$ cat config.mk
export PLATFORM = sky130hd
export DESIGN_NAME = uart_rx_os16_flat
export DESIGN_NICKNAME = d
export VERILOG_FILES = /design/src/rtl/uart_rx_os16_if.sv /design/src/rtl/uart_rx_os16.sv /design/src/flat_wrapper.sv
export SDC_FILE = /design/constraint.sdc
export NUM_CORES = 1
export LEC_CHECK = 0
export BUFFER_PORTS_ARGS = -buffer_cell sky130_fd_sc_hd__buf_2
export CAP_MARGIN = 30
export CORE_AREA = 2 2 58 60
export CTS_BUF_LIST = sky130_fd_sc_hd__clkbuf_16
export DETAILED_ROUTE_END_ITERATION = 10
export DIE_AREA = 0 0 60 62
export PLACE_DENSITY = 0.7
export SLEW_MARGIN = 25
export SYNTH_ARGS = -nofsm -noshare
export SYNTH_HDL_FRONTEND = slang
export SYNTH_SLANG_ARGS = --single-unit
$ cat constraint.sdc
create_clock -name clk -period 2.1 [get_ports clk]
set_input_delay 0.42 -clock clk [delete_from_list [all_inputs] [get_ports clk]]
set_output_delay 0.42 -clock clk [all_outputs]
set_load 0.03 [all_outputs]
$ cat src/rtl/uart_rx_os16_if.sv
// Line-side and byte-side signals of the 16x-oversampling UART receiver.
// slave = receiver, master = line driver / byte consumer.
interface uart_rx_os16_if #(
  parameter int unsigned DATA_BITS = 8
);
  logic                 baud_tick;
  logic                 rx_in;
  logic [DATA_BITS-1:0] rx_data;
  logic                 rx_full;
  logic                 rx_ack;
  logic                 rx_valid;
  logic                 frame_err;
  logic                 overrun;
  logic                 rx_busy;

  modport master (
    output baud_tick, rx_in, rx_ack,
    input  rx_data, rx_full, rx_valid, frame_err, overrun, rx_busy
  );

  modport slave (
    input  baud_tick, rx_in, rx_ack,
    output rx_data, rx_full, rx_valid, frame_err, overrun, rx_busy
  );
endinterface

$ cat src/rtl/uart_rx_os16.sv
// 8N1 UART receiver: oversampled start/data/stop recovery with a full/ack
// holding register, framing-error pulse and sticky overrun.
module uart_rx_os16 #(
  parameter int unsigned OS_RATE     = 16,
  parameter int unsigned DATA_BITS   = 8,
  parameter int unsigned SYNC_STAGES = 2
) (
  input logic           clk,
  input logic           reset,
  uart_rx_os16_if.slave bus
);
  localparam int unsigned OS_W  = $clog2(OS_RATE);
  localparam int unsigned IDX_W = (DATA_BITS > 1) ? $clog2(DATA_BITS) : 1;
  localparam logic [OS_W-1:0]  OS_HALF  = OS_W'(OS_RATE / 2 - 1);
  localparam logic [OS_W-1:0]  OS_LAST  = OS_W'(OS_RATE - 1);
  localparam logic [IDX_W-1:0] IDX_LAST = IDX_W'(DATA_BITS - 1);

  typedef enum logic [2:0] {
    IDLE  = 3'd0,
    START = 3'd1,
    DATA  = 3'd2,
    STOP  = 3'd3,
    BREAK = 3'd4
  } state_e;

  state_e                 state_q;
  logic [SYNC_STAGES-1:0] sync_q;
  logic [OS_W-1:0]        os_q;
  logic [IDX_W-1:0]       idx_q;
  logic [DATA_BITS-1:0]   shift_q;
  logic [DATA_BITS-1:0]   data_q;
  logic                   full_q;
  logic                   valid_q;
  logic                   ferr_q;
  logic                   ovr_q;
  logic                   busy_q;
  logic                   rx_s;

  // Metastability guard; resets to the idle line level.
  always_ff @(posedge clk or posedge reset) begin
    if (reset) sync_q <= '1;
    else       sync_q <= {sync_q[SYNC_STAGES-2:0], bus.rx_in};
  end

  assign rx_s = sync_q[SYNC_STAGES-1];

  always_ff @(posedge clk or posedge reset) begin
    if (reset) begin
      state_q <= IDLE;
      os_q    <= '0;
      idx_q   <= '0;
      shift_q <= '0;
      data_q  <= '0;
      full_q  <= 1'b0;
      valid_q <= 1'b0;
      ferr_q  <= 1'b0;
      ovr_q   <= 1'b0;
      busy_q  <= 1'b0;
    end else begin
      valid_q <= 1'b0;
      ferr_q  <= 1'b0;
      // A commit later in this block overrides the ack's clear of rx_full.
      if (bus.rx_ack && full_q) begin
        full_q <= 1'b0;
        ovr_q  <= 1'b0;
      end
      if (bus.baud_tick) begin
        case (state_q)
          IDLE: begin
            if (!rx_s) begin
              state_q <= START;
              os_q    <= '0;
              busy_q  <= 1'b1;
            end
          end
          START: begin
            os_q <= os_q + OS_W'(1);
            if (os_q == OS_HALF) begin
              if (!rx_s) begin
                state_q <= DATA;
                os_q    <= '0;
                idx_q   <= '0;
              end else begin
                state_q <= IDLE;
                busy_q  <= 1'b0;
              end
            end
          end
          DATA: begin
            os_q <= os_q + OS_W'(1);
            if (os_q == OS_LAST) begin
              shift_q <= {rx_s, shift_q[DATA_BITS-1:1]};
              if (idx_q == IDX_LAST) state_q <= STOP;
              else                   idx_q   <= idx_q + IDX_W'(1);
            end
          end
          STOP: begin
            os_q <= os_q + OS_W'(1);
            if (os_q == OS_LAST) begin
              state_q <= rx_s ? IDLE : BREAK;
              busy_q  <= !rx_s;
              if (!rx_s) begin
                ferr_q <= 1'b1;
              end else if (!full_q || bus.rx_ack) begin
                data_q  <= shift_q;
                full_q  <= 1'b1;
                valid_q <= 1'b1;
              end else begin
                ovr_q <= 1'b1;
              end
            end
          end
          BREAK: begin
            if (rx_s) begin
              state_q <= IDLE;
              busy_q  <= 1'b0;
            end
          end
          default: begin
            state_q <= IDLE;
            busy_q  <= 1'b0;
          end
        endcase
      end
    end
  end

  assign bus.rx_data   = data_q;
  assign bus.rx_full   = full_q;
  assign bus.rx_valid  = valid_q;
  assign bus.frame_err = ferr_q;
  assign bus.overrun   = ovr_q;
  assign bus.rx_busy   = busy_q;
endmodule

$ cat src/flat_wrapper.sv
// flat-port wrapper written by rule: the top's interface ports become plain ports
module uart_rx_os16_flat 
#(
  parameter int unsigned OS_RATE     = 16,
  parameter int unsigned DATA_BITS   = 8,
  parameter int unsigned SYNC_STAGES = 2
)
  (clk, reset, bus_baud_tick, bus_rx_in, bus_rx_ack, bus_rx_data, bus_rx_full, bus_rx_valid, bus_frame_err, bus_overrun, bus_rx_busy);
  uart_rx_os16_if #(.DATA_BITS(DATA_BITS)) bus_i ();
  input logic clk;
  input logic reset;
  input wire logic [$bits(bus_i.baud_tick)-1:0] bus_baud_tick;
  input wire logic [$bits(bus_i.rx_in)-1:0] bus_rx_in;
  input wire logic [$bits(bus_i.rx_ack)-1:0] bus_rx_ack;
  output wire logic [$bits(bus_i.rx_data)-1:0] bus_rx_data;
  output wire logic [$bits(bus_i.rx_full)-1:0] bus_rx_full;
  output wire logic [$bits(bus_i.rx_valid)-1:0] bus_rx_valid;
  output wire logic [$bits(bus_i.frame_err)-1:0] bus_frame_err;
  output wire logic [$bits(bus_i.overrun)-1:0] bus_overrun;
  output wire logic [$bits(bus_i.rx_busy)-1:0] bus_rx_busy;
  assign bus_i.baud_tick = bus_baud_tick;
  assign bus_i.rx_in = bus_rx_in;
  assign bus_i.rx_ack = bus_rx_ack;
  assign bus_rx_data = bus_i.rx_data;
  assign bus_rx_full = bus_i.rx_full;
  assign bus_rx_valid = bus_i.rx_valid;
  assign bus_frame_err = bus_i.frame_err;
  assign bus_overrun = bus_i.overrun;
  assign bus_rx_busy = bus_i.rx_busy;
  uart_rx_os16 #(.OS_RATE(OS_RATE), .DATA_BITS(DATA_BITS), .SYNC_STAGES(SYNC_STAGES)) u_core (.clk(clk), .reset(reset), .bus(bus_i));
endmodule
==> Word level (Yosys, flattened, before mapping) <==
Cells that the tools add are included.
{ "op_classes": {"addsub": 2, "eq_ne": 15, "mux": 44, "bitwise": 1, "n_reduce_logical": 14} }
{ "ops": {"columns": ["op", "n"], "rows": [
  ["$mux W3", 11],
  ["$mux W1", 25],
  ["$pmux W3 S5", 1],
  ["$mux W4", 3],
  ["$pmux W4 S3", 1],
  ["$ne A2 B1 Y1 const B", 5],
  ["$reduce_and A5 Y1", 2],
  ["$reduce_and A7 Y1", 1],
  ["$eq A3 B2 Y1 const B", 2],
  ["$eq A3 B3 Y1 const B", 2],
  ["$ne A2 B2 Y1 const B", 3],
  ["$pmux W3 S2", 1],
  ["$reduce_and A3 Y1", 2],
  ["$reduce_and A6 Y1", 1],
  ["$pmux W1 S5", 1],
  ["$add A4 B1 Y4 const B", 1],
  ["$eq A4 B3 Y1 const B", 1],
  ["$eq A4 B4 Y1 const B", 1],
  ["$add A3 B1 Y3 const B", 1],
  ["$eq A3 B1 Y1 const B", 1],
  ["$logic_not A3 Y1", 1],
  ["$reduce_bool A3 Y1", 1],
  ["$logic_not A1 Y1", 2],
  ["$mux W2", 1],
  ["5 further kinds", 5]
]} }
{ "totals": {"register_bits": 33, "inputBits": 5, "out_inout_bits": 13, "word_cells": 87} }

==> Logic depth before layout (Yosys ltp) <==
Gate-level depths: netlist of run 1.
{ "depth": {"depth_word": 7, "ltp_mapped": 6, "depth_no_buf": 6} }

==> Worst setup path after synthesis of run 1 <==
No wires, ideal clock.
{ "synth_timing": {"path_kind": "register -> register", "from": "reg u_core.os_q[0]", "to": "reg u_core.data_q[0], in the netlist u_core.bus.rx_data[0]", "setup_ns": 0.125, "t_arrival_ns": 1.555, "required_ns": 1.975, "slack_ns": 0.421, "stages_incl_launch_ff": 6, "n_path_buf": 0, "period_less_slack_ns": 1.679, "cell_sequence": "dfrtp_1 > ha_1 > nand4_2 > and4bb_2 > nand3_4 > mux2_2"} }
{ "synth_via": {"elab_chain_len": 2} }
{ "synth_lines": {"columns": ["element", "line_no", "source"], "rows": [
  ["start, declared", "uart_rx_os16.sv:28", "logic [OS_W-1:0] os_q;"],
  ["start signal, assigned", "uart_rx_os16.sv:77", "os_q <= os_q + OS_W'(1);"],
  ["start signal, assigned", "uart_rx_os16.sv:90", "os_q <= os_q + OS_W'(1);"],
  ["start signal, assigned", "uart_rx_os16.sv:98", "os_q <= os_q + OS_W'(1);"],
  ["$eq A4 B4 Y1", "uart_rx_os16.sv:99", "if (os_q == OS_LAST) begin"],
  ["$reduce_and A5 Y1 (no line)", null, null],
  ["end signal, assigned", "uart_rx_os16.sv:105", "data_q <= shift_q;"],
  ["end, declared", "uart_rx_os16.sv:31", "logic [DATA_BITS-1:0] data_q;"]
]} }
No other way between the ends.
A chain may end at the register's enable or synchronous reset.

==> Worst setup path in the final report of run 1 <==
{ "layout_timing": {"from": "reg u_core.os_q[0]", "to": "reg u_core.data_q[2], in the netlist u_core.bus.rx_data[2]"} }
The elaborated chain is that of the path after synthesis.

==> results.md, run 1 <==
* Outcome: finished clean
* Post-CTS Hold Buffers at 0
* CTS Sinks at 33
* Fin Clk Skew at 0.005498 ns
* Synth cell types at 37
* GRT Total Usage at 17.70%
* Worst EP required at about 2.3 ns
* Sw Pwr at roughly 520 uW
* Max_slew headroom at between 70% and 80%
* Switch share at a little over a quarter
* Post-synth top area cell: dfrtp_1
* Starting density of the core at a little under half
* Most numerous cell in the Yosys netlist: dfrtp_1
* Synth top cells by count: 31 x dfrtp_1, 17 x mux2_2, 13 x nand2_1
* P_int at 1.409 mW
* Largest net degree at the start of global routing at 34
* # resized after CTS at 0
* CTS tree: done
* Setup Buffers After CTS at 0
* GPL Wtd Cong at around 0.79
* Routed WL at 2787 um
* RSZ-0062 raised after global routing: false
* Total CTS buffers at 5
* Register area at 828.3 um^2
* Layout cells sized above 1 at around 34%
* CTS root buffer: clkbuf_16
* First-pass GRT wire length at 4671 um
* CP max FO at 9
* Mapped Cells at 128
* Mean post-synth cell area at 11.73 um^2
* Lkg Pwr at a little over 0.9 nW
* Period utilisation layout at roughly nine tenths
* EDFF count, synth at 0
* Final cell count without fillers at 198
* Layout area overhead at 20.75%
* Clk pwr share at about two fifths
* Synth warnings at 0
* Post-Synthesis Net Count at 136
* R2R Path Start: u_core.os_q[0]
* Worst-Skew Late Latency at roughly 0.27 ns
* Synth Register Bits at 33
* Clock transition at path regs at 0.05 ns
* Inst Count DP at 190
* CP max-delay cell: dfrtp_1
* Asr flop ratio synth at between 90% and 100%
* Final Hold Vio Count at 0
* Crit path buffers/inverters at 0
* Tightest Pin Transition at between 0.4 and 0.5 ns
* Setup-failing EPs final at 0
* Die Wd at roughly 60 um
* Crit path launch: u_core.os_q[0]
* Post-Syn Area at 1501 um^2
* Setup TNS at 0 ns
* Combinational power share at a little under a fifth
* DIE AREA at ~3700 um^2
* Final Critical Period at roughly 1.9 ns
* Number of port buffers at 17
* Clock Path Buffers at 2
* GR Overflow Total at 0
* Row Count at 21
* Slew Limit Fails at 0
* Initial antenna violation count at 0
* Ports at 18
* MaxCap Viol Count at 0
* Top_reg_cell synth: dfrtp_1
* Router iterations before antenna repair at 4
* Startpoint types: flip-flop
* DRC at 0
* H-tree Lvls at 2
* # diodes at 0
* Fmax at ~530 MHz
* WP data arrival at between 2 and 2.5 ns
* Peak supply drop at 0.6166 mV
* Top delay family on crit path: simple AND/OR/NAND/NOR gates
* Largest stage delay, worst path at between 0.4 and 0.5 ns
* Pwr/cell area at ~1100 nW/um^2
* CP Cell Sequence: ha_1 > nand4_2 > and4bb_2 > nand3_4 > mux2_2
* HPWL Detailed at between 1500 and 2000 um
* Reg power frac at approximately two fifths
* Multi-input logic area at roughly 630 um^2
* Number of global-route vias before repair at 1,029
* Most area-consuming cells after synthesis: dfrtp_1 52%, mux2_2 13%, dfstp_2 3.5%
* Vias at ~1.1k
* Min-Delay Path Class: in2async
* Top cell type's share of synthesized area at between 50 and 60%
* CP Class: reg2reg
* Core Region at 3179 um^2
* # nets final at around 160
* Routed WL per cell at ~14 um
* CP Capture Type: flip-flop
* Routed Antenna Nets at 0
* Vias per cell at around 5.3
* Number of DRC markers in iteration 0 at 42
* Seq/Total Area, Yosys at between 50% and 60%
* Die H at a little over 60 um
* Number of filler cells placed in the layout at 280
[final cells by class]
cell class,instances,share of cell area [%]
multi-input cells,84,34.58
clock buffers,5,6.901
repair buffers,21,6.349
flip-flops and latches,33,45.69
clock inverters,3,2.070
inverters,6,1.242
well taps,46,3.175
[state kept, by name, summed over array words and instances (netlist names)]
name and cells:
u_core.idx_q 3, u_core.os_q 4, u_core.bus.frame_err 1, u_core.sync_q 2
u_core.state_q 3, u_core.bus.rx_valid 1, u_core.bus.rx_data 8, u_core.bus.rx_busy 1
u_core.bus.rx_full 1, u_core.shift_q 8, u_core.bus.overrun 1
[per-layer routing]
metal	vias to the layer above	global-route usage [%]	wire, um
li1	500	-	-
met1	531	22.71	1186
met2	18	26.71	1446
met3	7	6.211	94
met4	0	8.889	59
met5	-	0	0
[cells by family after synthesis]
family | Yosys count | share of synthesized area, %
buffers and inverters | 11 | 3.082
AOI/OAI and AO/OA | 24 | 10.25
muxes | 17 | 12.75
DFF | 33 | 55.17
and+or+nand+nor | 39 | 15.67
adders and majority gates | 3 | 2.500
xor gates and xnor gates | 1 | 0.5834
[placed cells by master (no fill, tap or decap), drive strengths merged, types with 2 or more instances in the layout]
master	count
dfrtp	31
buf	21
mux2	17
nand2	13
o21ai	8
inv	7
nor2	6
clkbuf	5
o22ai	3
a21oi	3
a31oi	3
ha	3
nand3	3
or3	2
nor2b	2
nand2b	2
nor3	2
a21o	2
dfstp	2
[through the flow]
stage | total power [mW] | hold slack (ns) | instance area (um^2) | worst slack (ns) | utilization, %
6_report | 1.929 | 0.2237 | 1813 | 0.2020 | 57.02
5_1_grt | 2.039 | 0.2422 | 1813 | 0.09391 | 57.02
4_1_cts | 1.951 | 0.2349 | 1813 | 0.2297 | 57.02
3_5_place_dp | 1.141 | 0.3559 | 1650 | 0.2479 | 51.91
3_3_place_gp | 1.120 | 0.3468 | 1650 | 0.3123 | 51.91
2_1_floorplan | 1.052 | 0.3452 | 1501 | 0.4208 | -
[final timing paths]
check / endpoint / slack, ns / cells past startpoint
max reg2reg: u_core.bus.rx_data[2] / 0.20 / 5
min reg2reg: u_core.sync_q[1] / 0.36 / 0
min in group clk: u_core.sync_q[0] / 0.25 / 1
min: u_core.bus.rx_data[2] / 0.22 / 3
max in group asynchronous: u_core.sync_q[1] / 1.55 / 3
max: u_core.bus.rx_data[2] / 0.20 / 5
[worst min-delay path, cell delays in order]
cell and delay (ns):
buf_2 0.10, inv_1 0.04, buf_4 0.36
[power groups by stage]
stage	Sequential, mW	Combinational [mW]	Clock (mW)
global route	0.792	0.399	0.847
CTS	0.779	0.354	0.817
finish	0.783	0.356	0.789
global placement	0.782	0.338	0
floorplan	0.765	0.287	0
detailed placement	0.790	0.351	0
Power figures use the tool's default switching activity.
==> inputs of run 2 (changes only) <==
RECOVER_POWER = 50   (was default)
==> results.md, run 2 (synthesis results as in run 1) <==
* Largest net degree at the start of global routing at 34 (unchanged)
* Layout cells sized above 1 at 30.92% (-2.6 points)
* Layout area overhead at 20.25%
* Row Count at 21 (unchanged)
* Routed Antenna Nets at 0 (unchanged)
* Peak supply drop at 0.6167 mV (about the same)
* Crit path launch: u_core.os_q[0]
* Clock Path Buffers at 2 (unchanged)
* Worst EP required at 2.26 ns (about the same)
* CP Class: reg2reg
* Worst R2R Path Depth at 5 (unchanged)
* Worst-Skew Late Latency at 0.27 ns (about the same)
* Final Hold Vio Count at 0 (unchanged)
* Setup TNS at 0 ns (unchanged)
* CTS root buffer: clkbuf_16
* Register area at 828.3 um^2 (unchanged)
* Die Wd at 60 um (unchanged)
* MaxCap Viol Count at 0 (unchanged)
* R2r setup slk at 0.20 ns (about the same)
* R2R Path Start: u_core.os_q[0]
* Starting density of the core at 47.23% (unchanged)
* Routed WL at 2796 um (+0.32%)
* GR Overflow Total at 0 (unchanged)
* Post-CTS Hold Buffers at 0 (unchanged)
* Vias at 1,054 (-0.19%)
* CP max FO at 9 (unchanged)
* Vias per cell at 5.323 (-0.19%)
* RSZ-0062 raised after global routing: false
* Setup-failing EPs final at 0 (unchanged)
* GPL Wtd Cong at 0.7866 (unchanged)
* Min Hold Slack at 0.2491 ns (+0.02536 ns)
* Setup Buffers After CTS at 0 (unchanged)
* Outcome: finished clean
* Number of DRC markers in iteration 0 at 42 (unchanged)
* # resized after CTS at 0 (unchanged)
* Min-Delay Path Class: in2reg
* GRT Total Usage at 17.70% (unchanged)
* DRC at 0 (unchanged)
* Tightest Pin Transition at 0.7788 ns (+0.3354 ns)
* Final Critical Period at 1.898 ns (+0.0002780 ns)
* Core Region at 3179 um^2 (unchanged)
* CTS Sinks at 33 (unchanged)
* CTS tree: done
* RR Endpoint: u_core.bus.rx_data[2]
* Most common cell after layout, fill and taps aside: dfrtp_1
* # nets final at 159 (unchanged)
* # diodes at 0 (unchanged)
* Ports at 18 (unchanged)
* Clock transition at path regs at 0.05 ns (about the same)
* Pwr/cell area at 1068 nW/um^2 (+0.38%)
* Initial antenna violation count at 0 (unchanged)
* Most frequent cells in the layout: 31 x dfrtp_1, 17 x mux2_2, 13 x nand2_1, 13 x buf_2, 8 x o21ai_0
* H-tree Lvls at 2 (unchanged)
* Routed WL per cell at 14.12 um (+0.32%)
* Fmax at 526.8 MHz (about the same)
* DIE AREA at 3720 um^2 (unchanged)
* Fin Clk Skew at 0.005475 ns (-0.00002287 ns)
* Number of global-route vias before repair at 1,029 (unchanged)
* Max_slew headroom at 48.08% (-22 points)
* First-pass GRT wire length at 4671 um (unchanged)
* Die H at 62 um (unchanged)
* Total CTS buffers at 5 (unchanged)
* Lkg Pwr at 0.9012 nW (-2.0%)
* Router iterations before antenna repair at 4 (unchanged)
* Slew Limit Fails at 0 (unchanged)
* Multi-input logic area at 626.9 um^2 (unchanged)
* Number of port buffers at 17 (unchanged)
* Startpoint types: flip-flop
* WP data arrival at 2.05 ns (about the same)
* CP Capture Type: flip-flop
* Period utilisation layout at 90.39% (about the same)
* HPWL Detailed at 1935 um (unchanged)
* Number of filler cells placed in the layout at 284 (+1.4%)
* Worst Setup EP: u_core.bus.rx_data[2]
-- run 2: critical path, cell delays in order, from the launching register on --
cell and delay [ns]:
dfrtp_1 0.41, ha_1 0.32, nand4_2 0.17, and4bb_2 0.40
nand3_4 0.15, mux2_2 0.32
-- run 2: worst min-delay path by stage --
stage / from / to / slack [ns] / depth (start not counted)
6_report: bus_rx_in / u_core.sync_q[0] / 0.25 / 1
5_1_grt: bus_rx_in / u_core.sync_q[0] / 0.24 / 1
2_1_floorplan: u_core.sync_q[0] / u_core.sync_q[1] / 0.35 / 0
3_5_place_dp: u_core.sync_q[0] / u_core.sync_q[1] / 0.36 / 0
4_1_cts: reset / u_core.os_q[0] / 0.23 / 3
3_3_place_gp: u_core.sync_q[0] / u_core.sync_q[1] / 0.35 / 0
-- run 2: layout make-up --
cell class | instances | share of cell area, %
clock buffers | 5 | 6.930
clock inverters | 3 | 2.079
inverters | 6 | 1.247
multi-input cells | 84 | 34.72
flip-flops and latches | 33 | 45.88
well taps | 46 | 3.188
repair buffers | 21 | 5.960
-- run 2: stage by stage --
stage | worst slack (ns) | instances | utilization, % | area, um^2 | power, mW
finish | 0.2018 | 198 | 56.79 | 1805 | 1.928
global route | 0.09391 | 198 | 56.79 | 1805 | 2.038
CTS | 0.2297 | 198 | 57.02 | 1813 | 1.951
detailed placement | 0.2479 | 190 | 51.91 | 1650 | 1.141
global placement | 0.3123 | 190 | 51.91 | 1650 | 1.120
floorplan | 0.4208 | 128 | - | 1501 | 1.052
-- run 2: power by group --
group	internal (mW)	switching, mW	leakage [nW]
logic	0.159	0.197	0.376
registers	0.701	0.0830	0.442
clock network	0.549	0.240	0.0826
total	1.41	0.520	0.901
-- run 2: routing by layer --
metal / global-route usage, % / wire length (um) / share of wire (%) / vias up
met5: 0 / 0 / 0 / -
met4: 8.889 / 59 / 2.1 / 0
met3: 6.211 / 94 / 3.4 / 7
met2: 26.71 / 1444 / 52 / 18
met1: 22.71 / 1197 / 43 / 529
li1: - / - / - / 500
